--- src/rtl/execute_cycle.sv ---
// execute_cycle: EX stage of the 18-bit pipelined processor.
//   - Operand forwarding (ForwardA_E/ForwardB_E), ALU, beq resolution.
//   - MUL is an iterative shift-add FSM. StallE freezes IF/ID/EX while it runs.
//   - Ends in the EX/MEM register that feeds memory_cycle.
// Ports:
//   clk, rst (async, active low)
//   *E     : decoded EX-stage controls and operands, forwarding selects, ResultW
//   PCSrcE, PCTargetE : combinational branch decision and target
//   StallE : MUL in progress
//   *M     : registered EX/MEM outputs
module execute_cycle #(
  parameter int DATA_W = 18,
  parameter int PC_W   = 9,
  parameter int REG_W  = 5
) (
  input  logic              clk,
  input  logic              rst,
  input  logic              RegWriteE,
  input  logic              MemWriteE,
  input  logic              ResultSrcE,
  input  logic              BranchE,
  input  logic              ALUSrcE,
  input  logic [2:0]        ALUControlE,
  input  logic [DATA_W-1:0] RD1_E,
  input  logic [DATA_W-1:0] RD2_E,
  input  logic [DATA_W-1:0] Imm_Ext_E,
  input  logic [REG_W-1:0]  RD_E,
  input  logic [PC_W-1:0]   PCE,
  input  logic [PC_W-1:0]   PCPlus4E,
  input  logic [1:0]        ForwardA_E,
  input  logic [1:0]        ForwardB_E,
  input  logic [DATA_W-1:0] ResultW,
  output logic              PCSrcE,
  output logic [PC_W-1:0]   PCTargetE,
  output logic              StallE,
  output logic              RegWriteM,
  output logic              MemWriteM,
  output logic              ResultSrcM,
  output logic [REG_W-1:0]  RD_M,
  output logic [PC_W-1:0]   PCPlus4M,
  output logic [DATA_W-1:0] ALU_ResultM,
  output logic [DATA_W-1:0] WriteDataM
);

  localparam int CNT_W = $clog2(DATA_W);
  localparam logic [CNT_W-1:0] CNT_LAST = CNT_W'(DATA_W - 1);

  typedef enum logic [1:0] {IDLE, BUSY, DONE} mul_state_t;

  mul_state_t        state, state_n;
  logic [DATA_W-1:0] src_a, fwd_b, src_b, diff, alu_result;
  logic [DATA_W-1:0] mcand, mplr, acc;
  logic [CNT_W-1:0]  cnt;
  logic              is_mul, stall;

  // Forwarding muxes; select 11 falls back to the register-file operand.
  always_comb begin
    case (ForwardA_E)
      2'b01:   src_a = ResultW;
      2'b10:   src_a = ALU_ResultM;
      default: src_a = RD1_E;
    endcase
    case (ForwardB_E)
      2'b01:   fwd_b = ResultW;
      2'b10:   fwd_b = ALU_ResultM;
      default: fwd_b = RD2_E;
    endcase
  end

  assign src_b  = ALUSrcE ? Imm_Ext_E : fwd_b;
  assign diff   = src_a - src_b;
  assign is_mul = (ALUControlE == 3'b111);

  assign PCSrcE    = BranchE & (diff == '0);
  assign PCTargetE = PCE + Imm_Ext_E[PC_W-1:0];

  // MUL controller. The stall is masked by reset so the front end is
  // released immediately when a multiply is aborted.
  always_ff @(posedge clk or negedge rst) begin
    if (!rst) state <= IDLE;
    else      state <= state_n;
  end

  always_comb begin
    state_n = state;
    stall   = 1'b0;
    case (state)
      IDLE: if (is_mul) begin
        stall   = 1'b1;
        state_n = BUSY;
      end
      BUSY: begin
        stall = 1'b1;
        if (cnt == CNT_LAST) state_n = DONE;
      end
      DONE:    state_n = IDLE;
      default: state_n = IDLE;
    endcase
  end

  assign StallE = stall & rst;

  // Shift-add datapath. Operands are captured on entry so forwarding changes
  // while the front end is frozen cannot disturb the product.
  always_ff @(posedge clk or negedge rst) begin
    if (!rst) begin
      mcand <= '0;
      mplr  <= '0;
      acc   <= '0;
      cnt   <= '0;
    end else begin
      case (state)
        IDLE: if (is_mul) begin
          mcand <= src_a;
          mplr  <= src_b;
          acc   <= '0;
          cnt   <= '0;
        end
        BUSY: begin
          if (mplr[0]) acc <= acc + mcand;
          mcand <= mcand << 1;
          mplr  <= mplr >> 1;
          cnt   <= cnt + 1'b1;
        end
        default: ;
      endcase
    end
  end

  always_comb begin
    alu_result = '0;
    case (ALUControlE)
      3'b000: alu_result = src_a + src_b;
      3'b001: alu_result = diff;
      3'b010: alu_result = src_a & src_b;
      3'b011: alu_result = src_a | src_b;
      3'b100: alu_result = src_a ^ src_b;
      3'b101: alu_result = {{(DATA_W-1){1'b0}}, ($signed(src_a) < $signed(src_b))};
      3'b110: alu_result = src_a << src_b[3:0];
      3'b111: alu_result = (state == DONE) ? acc : '0;
      default: alu_result = '0;
    endcase
  end

  // EX/MEM register: loads every edge, a bubble while stalled.
  always_ff @(posedge clk or negedge rst) begin
    if (!rst) begin
      RegWriteM   <= 1'b0;
      MemWriteM   <= 1'b0;
      ResultSrcM  <= 1'b0;
      RD_M        <= '0;
      PCPlus4M    <= '0;
      ALU_ResultM <= '0;
      WriteDataM  <= '0;
    end else if (stall) begin
      RegWriteM   <= 1'b0;
      MemWriteM   <= 1'b0;
      ResultSrcM  <= 1'b0;
      RD_M        <= '0;
      PCPlus4M    <= '0;
      ALU_ResultM <= '0;
      WriteDataM  <= '0;
    end else begin
      RegWriteM   <= RegWriteE;
      MemWriteM   <= MemWriteE;
      ResultSrcM  <= ResultSrcE;
      RD_M        <= RD_E;
      PCPlus4M    <= PCPlus4E;
      ALU_ResultM <= alu_result;
      WriteDataM  <= fwd_b;
    end
  end

endmodule
--- config.mk ---
export PLATFORM = sky130hd
export DESIGN_NAME = execute_cycle
export DESIGN_NICKNAME = d
export VERILOG_FILES = /design/src/rtl/execute_cycle.sv
export SDC_FILE = /design/constraint.sdc
export NUM_CORES = 1
export LEC_CHECK = 0
export ABC_CLOCK_PERIOD_IN_PS = 6900
export CAP_MARGIN = 5
export CORE_AREA = 2 2 136 138
export CTS_BUF_LIST = sky130_fd_sc_hd__clkbuf_4 sky130_fd_sc_hd__clkbuf_8 sky130_fd_sc_hd__clkbuf_16
export CTS_CLUSTER_SIZE = 16
export DETAILED_ROUTE_END_ITERATION = 10
export DIE_AREA = 0 0 138 140
export HOLD_SLACK_MARGIN = 0.02
export PLACE_DENSITY = 0.83
export REMOVE_ABC_BUFFERS = 1
export SYNTH_ARGS = -nofsm -noshare
export SYNTH_HDL_FRONTEND = slang
export SYNTH_SLANG_ARGS = --single-unit
--- constraint.sdc ---
create_clock -name clk -period 6.9 [get_ports clk]
set_input_delay 1.38 -clock clk [delete_from_list [all_inputs] [get_ports clk]]
set_output_delay 1.38 -clock clk [all_outputs]
set_load 0.05 [all_outputs]
==> impl_metrics.toml, run 1 <==
[cells_and_area]
nNetsFinal = 1547
syn2layout_area_growth_pct = 34.77
layout-drive-gt1-share_pct = 13.30
mostFrequentLayoutCell = "clkdlybuf4s50_1"
antenna_cells = 0
final_cell_mix = "clkdlybuf4s50_1, dfrtp_1, a21oi_1"

[clocking]
ctsHoldBuffers = 0
ctsHtreeMaxLevel = 4
clk_latency_ns = 0.42
cts-root-buf = "clkbuf_16"
clock-sinks = 114
cts_buffers = 17
cts_max_path_buffers = 2
cts_tree = "yes"
path_clk_slew_ns = 0.06

[worst_setup_path]
endpoint_kind = "primary output"
worstReg2RegStart = "ALU_ResultM[0]$_DFF_PN0_"
r2r-end = "ALU_ResultM[16]$_DFF_PN0_"
cp.arrival_ns = 5.35
rrSetupSlack_ns = 2.79
cp_max_fo = 17
slowest_stage = "clkdlybuf4s50_1"
worstSetupStartpointType = "primary input"
slowest_delay_ns = 0.55
path_cells = "clkdlybuf4s50_1, inv_1, ha_2, buf_6, a22oi_1, o21ai_1, buf_4, ha_1, nor2_1, o311a_1, or3_4, xnor2_1, nor4_1, nand3b_1, nor4_2, nand3_1, nor3_4, buf_12"
cp.buffers_inverters = 5
worstSetupPathType = "in -> out"
cp_top_family = "simple AND/OR/NAND/NOR gates"
worstPathRequired_ns = 5.52
r2r_cells = 14

[global_routing]
grt_max_degree = 70
grt_pass1_vias = 9601
antenna_found_initial = 0
overflow = 0
grt_pass1_wl_um = 51390
track_usage_pct = 33.21

[sta]
skew_ns = 0.006881
worstMarginPinSlew_ns = 1.220
maxSlewHeadroom_pct = 18.68
setup_viol_count_final = 0
hold_violations = 0
drv_slew = 0
fmax_mhz = 148.6
rsz0062_at_grt = "false"
post-route-min-period_ns = 6.729
fin_ws_ns = 0.1713
period_share_pct = 97.52

[floorplanning]
core_um2 = 17780
die_area_um2 = 19320
num_io_pins = 173
start_util_pct = 53.01
die_w_um = 138
die_y_um = 140
rows = 49

[detailed_routing]
dr.pass1.iters = 8
num_vias = 9929
wl_um = 32510
drt_first_iter_violations = 1125
detail_route.wl_per_cell_um = 20.44
postRouteAntennaNets = 0
drc_errors = 0
vias_per_cell = 6.245

[flow_run]
maxCapViolCount = 0

[min_path]
worstHoldPathCells = 2
hold_start = "mplr[17]$_DFFE_PN0P_"
hold_class = "reg -> reg"
min_delay_worst_endpoint = "mplr[17]$_DFFE_PN0P_"

[pwr]
finalPower_mw = 4.168
p_per_area_nw_per_um2 = 328.1
p_int_mw = 2.349
p_sw_mw = 1.819
power_frac_comb_pct = 50.9
ir_worst_vdd_uv = 223.6
clock_power_share_pct = 23.8
pwr-share-seq_pct = 25.2
power.leakage_nw = 5.826
power_switching_share_pct = 43.63

[yosys]
synth_fa_ha_area_share_pct = 12.27
synth_edf_count = 0
synth_top_family_by_area = "compound AO/OA/AOI/OAI gates"
ys_types = 73
synth_seq_cells = 114
synth_compound_area_share_pct = 28.75
synth_ff_type = "dfrtp_1"
synthMuxAreaShare_pct = 3.505
synth-xor-area-share_pct = 5.018
synth-seq-area-share_pct = 30.27
syn_area_per_cell_um2 = 8.363
yosysWarnings = 0
synth-simple-area-share_pct = 13.17
synth_async_sr_flop_share_pct = 100.0
syn_area_um2 = 9425
synthCells = 1127

[run_status]
status = "finished, final reports clean"

[placed_design]
place_congestion = 0.9787
preCtsSetupSlack_ns = -0.09460
hpwl_um = 24280
portBuffers = 172
per-stage QoR:
step	cell area [µm²]	TNS [ns]	utilization (%)	cells	hold WS (ns)
after floorplan	9128	-0.04685	-	1061	0.4507
after global placement	11900	-0.01386	66.95	1557	0.4699
after detailed placement	11900	-0.09460	66.95	1557	0.4860
after CTS	12570	0	70.72	1589	0.4935
after global routing	12700	0	71.44	1590	0.5525
final	12700	0	71.44	1590	0.4994
worst max-delay path by stage:
stage | slack (ns) | cells past startpoint | startpoint | end
2_1_floorplan | -0.05 | 15 | ForwardB_E[0] | PCSrcE
3_3_place_gp | -0.01 | 20 | ForwardB_E[0] | PCSrcE
3_5_place_dp | -0.09 | 20 | ForwardB_E[0] | PCSrcE
4_1_cts | 0.04 | 19 | ForwardB_E[0] | PCSrcE
5_1_grt | 0.01 | 18 | ForwardA_E[0] | PCSrcE
6_report | 0.17 | 18 | ForwardA_E[0] | PCSrcE
flip-flops by register name, indices dropped and copies added (netlist names):
signal and cells:
state 2, WriteDataM 18, RD_M 5, ResultSrcM 1
MemWriteM 1, mplr 18, mcand 18, acc 18
ALU_ResultM 18, cnt 5, PCPlus4M 9, RegWriteM 1
area by class of cell:
| cell class | count | area (µm²) |
|---|---|---|
| Timing Repair Buffer | 268 | 2506 |
| Fill cell | 1361 | 5077 |
| Clock buffer | 19 | 452.9 |
| Clock inverter | 13 | 207.7 |
| Tap cell | 229 | 286.5 |
| Sequential cell | 114 | 2853 |
| Inverter | 97 | 364.1 |
| Multi-Input combinational cell | 850 | 6032 |
metal layers:
layer	vias to the layer above	GRT usage, %	wire, µm
met1	4771	45.24	13470
li1	4512	-	-
met2	565	52.03	14690
met5	-	0	0
met3	81	6.701	3177
met4	0	13.64	1171
worst reg2reg max path: cells and delay by family (launching register included):
kind            cells  cell delay [ns]
buf+inv             1             0.25
fa+ha+maj           2             0.81
compound gates     11             2.49
flops               1             0.44
synth_stat cells, types with 21 or more instances:
cell	number	area, µm²
nand2_1	81	304.0
clkbuf_1	40	150.1
a21oi_1	115	575.6
dfrtp_1	114	2853
ha_1	86	1076
a22oi_1	36	270.3
and2_1	21	131.4
o21ai_0	100	500.5
xnor2_1	39	341.6
mux2i_1	24	240.2
nor2_1	92	345.3
inv_1	93	349.1
cell families (layout without fill, tap and decap cells):
family	count (synthesis)	after routing
buffers and inverters	163	397
DFF	114	114
xor gates and xnor gates	54	54
adders and majority gates	90	90
and+or+nand+nor	268	268
muxes	31	31
AOI/OAI and AO/OA	407	407
power groups by stage:
stage                     Sequential [mW]  Combinational (mW)  Clock, mW
final                                1.05                2.12      0.993
after global routing                 1.07                2.29       1.02
after CTS                            1.04                2.08      0.995
after detailed placement             1.05                2.05          0
after global placement               1.04                2.01          0
after floorplan                      1.28                1.05          0
timing repair:
action,4_1_cts,5_1_grt
gates resized for setup,3,38
buffers inserted,0,1
endpoints found under the setup margin,1,1
pin swaps,1,11
hold endpoints to repair,0,0
Power figures use the tool's default switching activity.
==> inputs of run 2 (changes only) <==
- ABC_CLOCK_PERIOD_IN_PS: 6900 -> 6200
- clock period: 6.9 -> 6.2 ns (I/O delays scaled with it)
==> impl_metrics.toml, run 2 (synthesis gave the netlist of run 1 again) <==
[run_status]
status = "finished, final reports clean"

[sta]
fmax_mhz = 166.0
maxSlewHeadroom_pct = 18.98
tns_ns = 0
worstMarginPinSlew_ns = 1.215
rsz0062_at_grt = "false"
drv_slew = 0
fin_ws_ns = 0.1772
post-route-min-period_ns = 6.023
skew_ns = 0.01415
period_share_pct = 97.14
hold_violations = 0
setup_viol_count_final = 0

[pwr]
p_per_area_nw_per_um2 = 358.7
power.leakage_nw = 6.079
ir_worst_vdd_uv = 243.7

[worst_setup_path]
r2r_cells = 14
worstSetupPathType = "in -> out"
cp_max_fo = 10
r2r-end = "ALU_ResultM[16]$_DFF_PN0_"
worstSetupStartpointType = "primary input"
endpoint_kind = "primary output"
cp.arrival_ns = 4.78
critPathLaunch = "ForwardB_E[1]"
crit_end = "PCSrcE"
worstPathRequired_ns = 4.96
worstReg2RegStart = "ALU_ResultM[0]$_DFF_PN0_"
rrSetupSlack_ns = 2.18

[clocking]
path_clk_slew_ns = 0.06
clock-sinks = 114
cts_buffers = 17
clk_latency_ns = 0.44
ctsHtreeMaxLevel = 4
cts_tree = "yes"
cts_max_path_buffers = 2
cts-root-buf = "clkbuf_16"

[cells_and_area]
seq_area_um2 = 2853
syn2layout_area_growth_pct = 40.37
final_util_pct = 74.41
multi_input_area_um2 = 6176
final_cell_mix = "clkdlybuf4s50_1, buf_4, dfrtp_1"
fillerInstances = 1283
layout-drive-gt1-share_pct = 18.22
nNetsFinal = 1602
antenna_cells = 0
mostFrequentLayoutCell = "clkdlybuf4s50_1"

[detailed_routing]
drc_errors = 0
wl_um = 34420
postRouteAntennaNets = 0
wl_met2_um = 16130
num_vias = 10260
dr.pass1.iters = 9
highest_layer = "met4"
met1_length_um = 13830
vias_per_cell = 6.238
drt_first_iter_violations = 1185
wl_met3_um = 3427
detail_route.wl_per_cell_um = 20.92

[floorplanning]
core_um2 = 17780
start_util_pct = 53.01
die_y_um = 140
die_area_um2 = 19320
die_w_um = 138
rows = 49
num_io_pins = 173

[flow_run]
maxCapViolCount = 0

[global_routing]
grt_pass1_wl_um = 52940
track_usage_pct = 34.25
antenna_found_initial = 0
grt_max_degree = 65
grt_pass1_vias = 9882
overflow = 0

[placed_design]
preCtsSetupSlack_ns = -0.5012
place_congestion = 0.9818
hpwl_um = 25030
portBuffers = 172

[min_path]
hold_class = "reg -> reg"
[run 2: changes by cell type in the layout (fill, tap and decap cells not counted), sizes merged]
| cell | delta |
|---|---|
| buf | +56 |
| bufinv | -2 |
| clkbuf | +3 |
| clkdlybuf4s50 | -1 |
| clkinv | -1 |
| clkinvlp | +1 |
| dlygate4sd2 | +2 |
| dlymetal6s2s | -3 |
[run 2: layout make-up]
class / instances / share of cell area [%]
well taps: 229 / 2.166
clock inverters: 11 / 1.144
inverters: 97 / 2.780
multi-input cells: 850 / 46.68
clock buffers: 21 / 3.632
flip-flops and latches: 114 / 21.56
repair buffers: 323 / 22.04
[run 2: where the power goes]
part	internal (mW)	switching, mW
combinational	1.00	1.51
sequential	0.977	0.201
clock	0.675	0.374
[run 2: how the worst min path moves through the flow]
| stage | startpoint | endpoint | slack (ns) | cells after the start |
|---|---|---|---|---|
| after floorplan | mplr[17]$_DFFE_PN0P_ | mplr[17]$_DFFE_PN0P_ | 0.45 | 2 |
| after global placement | mplr[17]$_DFFE_PN0P_ | mplr[17]$_DFFE_PN0P_ | 0.47 | 2 |
| after detailed placement | mplr[17]$_DFFE_PN0P_ | mplr[17]$_DFFE_PN0P_ | 0.48 | 2 |
| after CTS | mplr[17]$_DFFE_PN0P_ | mplr[17]$_DFFE_PN0P_ | 0.49 | 2 |
| after global routing | mplr[1]$_DFFE_PN0P_ | mplr[0]$_DFFE_PN0P_ | 0.53 | 2 |
| final | mplr[17]$_DFFE_PN0P_ | mplr[17]$_DFFE_PN0P_ | 0.49 | 2 |
[run 2: metal layers]
| metal | track usage, % | vias up |
|---|---|---|
| met5 | 0 | - |
| met4 | 12.84 | 0 |
| met3 | 6.462 | 84 |
| met2 | 56.36 | 638 |
| met1 | 45.14 | 4908 |
| li1 | - | 4631 |
[run 2: critical path: stages]
cell and delay (ns):
buf_2 0.13, inv_1 0.08, ha_2 0.20, buf_12 0.14
buf_4 0.15, a221o_1 0.30, o21ai_0 0.11, nor2_1 0.08
a21oi_2 0.16, inv_1 0.07, ha_1 0.35, nor4_4 0.31
buf_4 0.16, o211ai_1 0.09, o211ai_1 0.15, nor2_1 0.09
xnor2_1 0.17, nor4_2 0.27, nand3_1 0.13, nor3_2 0.18
clkbuf_16 0.20
[run 2: timing repair]
action                     in CTS  in global routing
resized for setup              51                 32
hold endpoints to repair        0                  0
setup endpoints to repair       1                  1
pin swaps                      18                 13
setup buffers                   4                  4
hold buffers                    0                  0
[run 2: stage by stage]
step | cells | hold slack (ns) | cell area [µm²] | power [mW]
2_1_floorplan | 1061 | 0.4507 | 9128 | 2.589
3_3_place_gp | 1605 | 0.4697 | 12260 | 3.475
3_5_place_dp | 1605 | 0.4754 | 12260 | 3.537
4_1_cts | 1641 | 0.4881 | 13080 | 4.645
5_1_grt | 1645 | 0.5342 | 13230 | 4.976
6_report | 1645 | 0.4917 | 13230 | 4.745
==> inputs of run 3 (changes only) <==
- REMOVE_ABC_BUFFERS: 1 -> default
==> impl_metrics.toml, run 3 (synthesis gave the netlist of run 1 again) <==
[run_status]
status = "complete, but fails checks"
violations = "negative setup slack"

[detailed_routing]
wl_um = 35050
vias_per_cell = 6.200
drt_first_iter_violations = 1234
detail_route.wl_per_cell_um = 21.43
postRouteAntennaNets = 0
drc_errors = 0
num_vias = 10140
dr.pass1.iters = 6

[pwr]
finalPower_mw = 4.638
p_per_area_nw_per_um2 = 357.3
power.leakage_nw = 5.990
ir_worst_vdd_uv = 264.9

[worst_setup_path]
slowest_delay_ns = 0.48
cp.arrival_ns = 5.14
r2r_cells = 14
slowest_stage = "clkdlybuf4s50_1"
cp_max_fo = 11
rrSetupSlack_ns = 2.17
worstSetupStartpointType = "primary input"
crit_end = "PCSrcE"
worstSetupPathType = "in -> out"
worstPathRequired_ns = 4.96
critPathLaunch = "ForwardB_E[0]"
r2r-end = "ALU_ResultM[16]$_DFF_PN0_"
endpoint_kind = "primary output"
worstReg2RegStart = "ALU_ResultM[0]$_DFF_PN0_"
path_cells = "clkdlybuf4s50_1, inv_1, ha_4, clkinvlp_4, buf_4, o21ai_1, nor2_1, a21oi_2, inv_1, ha_1, nand2b_1, a21oi_1, xnor2_1, buf_4, nand4_1, nor4_2, nand3b_1, nor4_2, nand3_2, nor3_4, buf_12"

[cells_and_area]
final_cells = 1636
layout-drive-gt1-share_pct = 16.36
syn2layout_area_growth_pct = 37.71
mostFrequentLayoutCell = "clkdlybuf4s50_1"
final_cell_mix = "clkdlybuf4s50_1, buf_4, dfrtp_1"
multi_input_area_um2 = 6076
nNetsFinal = 1592
seq_area_um2 = 2853
fillerInstances = 1367

[yosys]
syn_nets = 1326

[clocking]
cts_tree = "yes"
cts_buffers = 17
cts-root-buf = "clkbuf_16"
clk_latency_ns = 0.44
cts_max_path_buffers = 2
ctsHtreeMaxLevel = 4
ctsHoldBuffers = 0
clock-sinks = 114
path_clk_slew_ns = 0.06

[sta]
hold_slack_ns = 0.4889
skew_ns = 0.009595
drv_slew = 0
post-route-min-period_ns = 6.375
setup_viol_count_final = 1
rsz0062_at_grt = "true"
worstMarginPinSlew_ns = 0.9552
fin_ws_ns = -0.1752
fmax_mhz = 156.9
hold_violations = 0
maxSlewHeadroom_pct = 36.25
period_share_pct = 102.8

[floorplanning]
start_util_pct = 53.01
die_w_um = 138
die_area_um2 = 19320
rows = 49
core_um2 = 17780
num_io_pins = 173
die_y_um = 140

[global_routing]
grt_max_degree = 70
antenna_found_initial = 1
grt_pass1_wl_um = 53720
track_usage_pct = 35.46
overflow = 0
grt_pass1_vias = 9714

[placed_design]
hpwl_um = 27040
place_congestion = 1.057
portBuffers = 172
dp_cells = 1602

[flow_run]
maxCapViolCount = 0

[min_path]
hold_class = "reg -> reg"
==> run 3: cell count changes in the layout (fill, tap and decap cells not counted), moves of 4 or more <==
cell | previous run | this run
inv_8 | 0 | 4
a21oi_2 | 11 | 7
buf_6 | 6 | 0
a21oi_1 | 105 | 109
clkbuf_8 | 4 | 0
inv_6 | 1 | 5
o21ai_0 | 86 | 90
==> run 3: how the worst min path moves through the flow <==
stage / from / depth (start not counted) / end
after detailed placement: mplr[17]$_DFFE_PN0P_ / 2 / mplr[17]$_DFFE_PN0P_
after floorplan: mplr[17]$_DFFE_PN0P_ / 2 / mplr[17]$_DFFE_PN0P_
final: mplr[17]$_DFFE_PN0P_ / 2 / mplr[17]$_DFFE_PN0P_
after global routing: mplr[17]$_DFFE_PN0P_ / 2 / mplr[17]$_DFFE_PN0P_
after global placement: mplr[17]$_DFFE_PN0P_ / 2 / mplr[17]$_DFFE_PN0P_
after CTS: mplr[17]$_DFFE_PN0P_ / 2 / mplr[17]$_DFFE_PN0P_
==> run 3: layer usage <==
layer	vias to the layer above	share of wire (%)	GRT usage [%]
li1	4621	-	-
met1	4792	40	46.67
met2	604	47	57.06
met3	127	8.5	6.974
met4	0	4.3	15.68
met5	-	0	0
==> run 3: area by class of cell <==
type / instances / share of cell area, %
clock inverter: 15 / 1.282
tap: 229 / 2.207
sequential: 114 / 21.98
multi-input combinational: 850 / 46.81
clock buffer: 17 / 3.277
timing repair buffer: 313 / 21.59
antenna: 1 / 0.01928
inverter: 97 / 2.834
==> run 3: stage by stage <==
| step | util (%) | TNS [ns] | instance area [µm²] | worst slack (ns) |
|---|---|---|---|---|
| floorplan | - | 0 | 9432 | 0.07848 |
| global placement | 68.73 | -0.4388 | 12220 | -0.4388 |
| detailed placement | 68.73 | -0.5601 | 12220 | -0.5601 |
| CTS | 72.48 | -0.1375 | 12890 | -0.1375 |
| global route | 72.99 | -0.3797 | 12980 | -0.3797 |
| finish | 73.00 | -0.1752 | 12980 | -0.1752 |
==> run 3: what timing repair did <==
item | CTS | global route
buffers inserted | 0 | 1
pin swaps | 2 | 6
gates resized for setup | 20 | 18
setup endpoints to repair | 1 | 1
==> run 3: where the power goes <==
part / leakage, nW / total (mW) / switching, mW / internal [mW]
registers: 1.52 / 1.15 / 0.176 / 0.976
clock network: 0.282 / 0.997 / 0.427 / 0.571
logic: 4.19 / 2.49 / 1.51 / 0.983
total: 5.99 / 4.64 / 2.11 / 2.53
==> run 3: worst max-delay path, delay by kind of cell <==
kind            cells  cell delay, ns
simple gates        8            1.28
xor+xnor            1            0.14
compound gates      3            0.50
fa+ha+maj           2            0.67
buf+inv             7            1.30
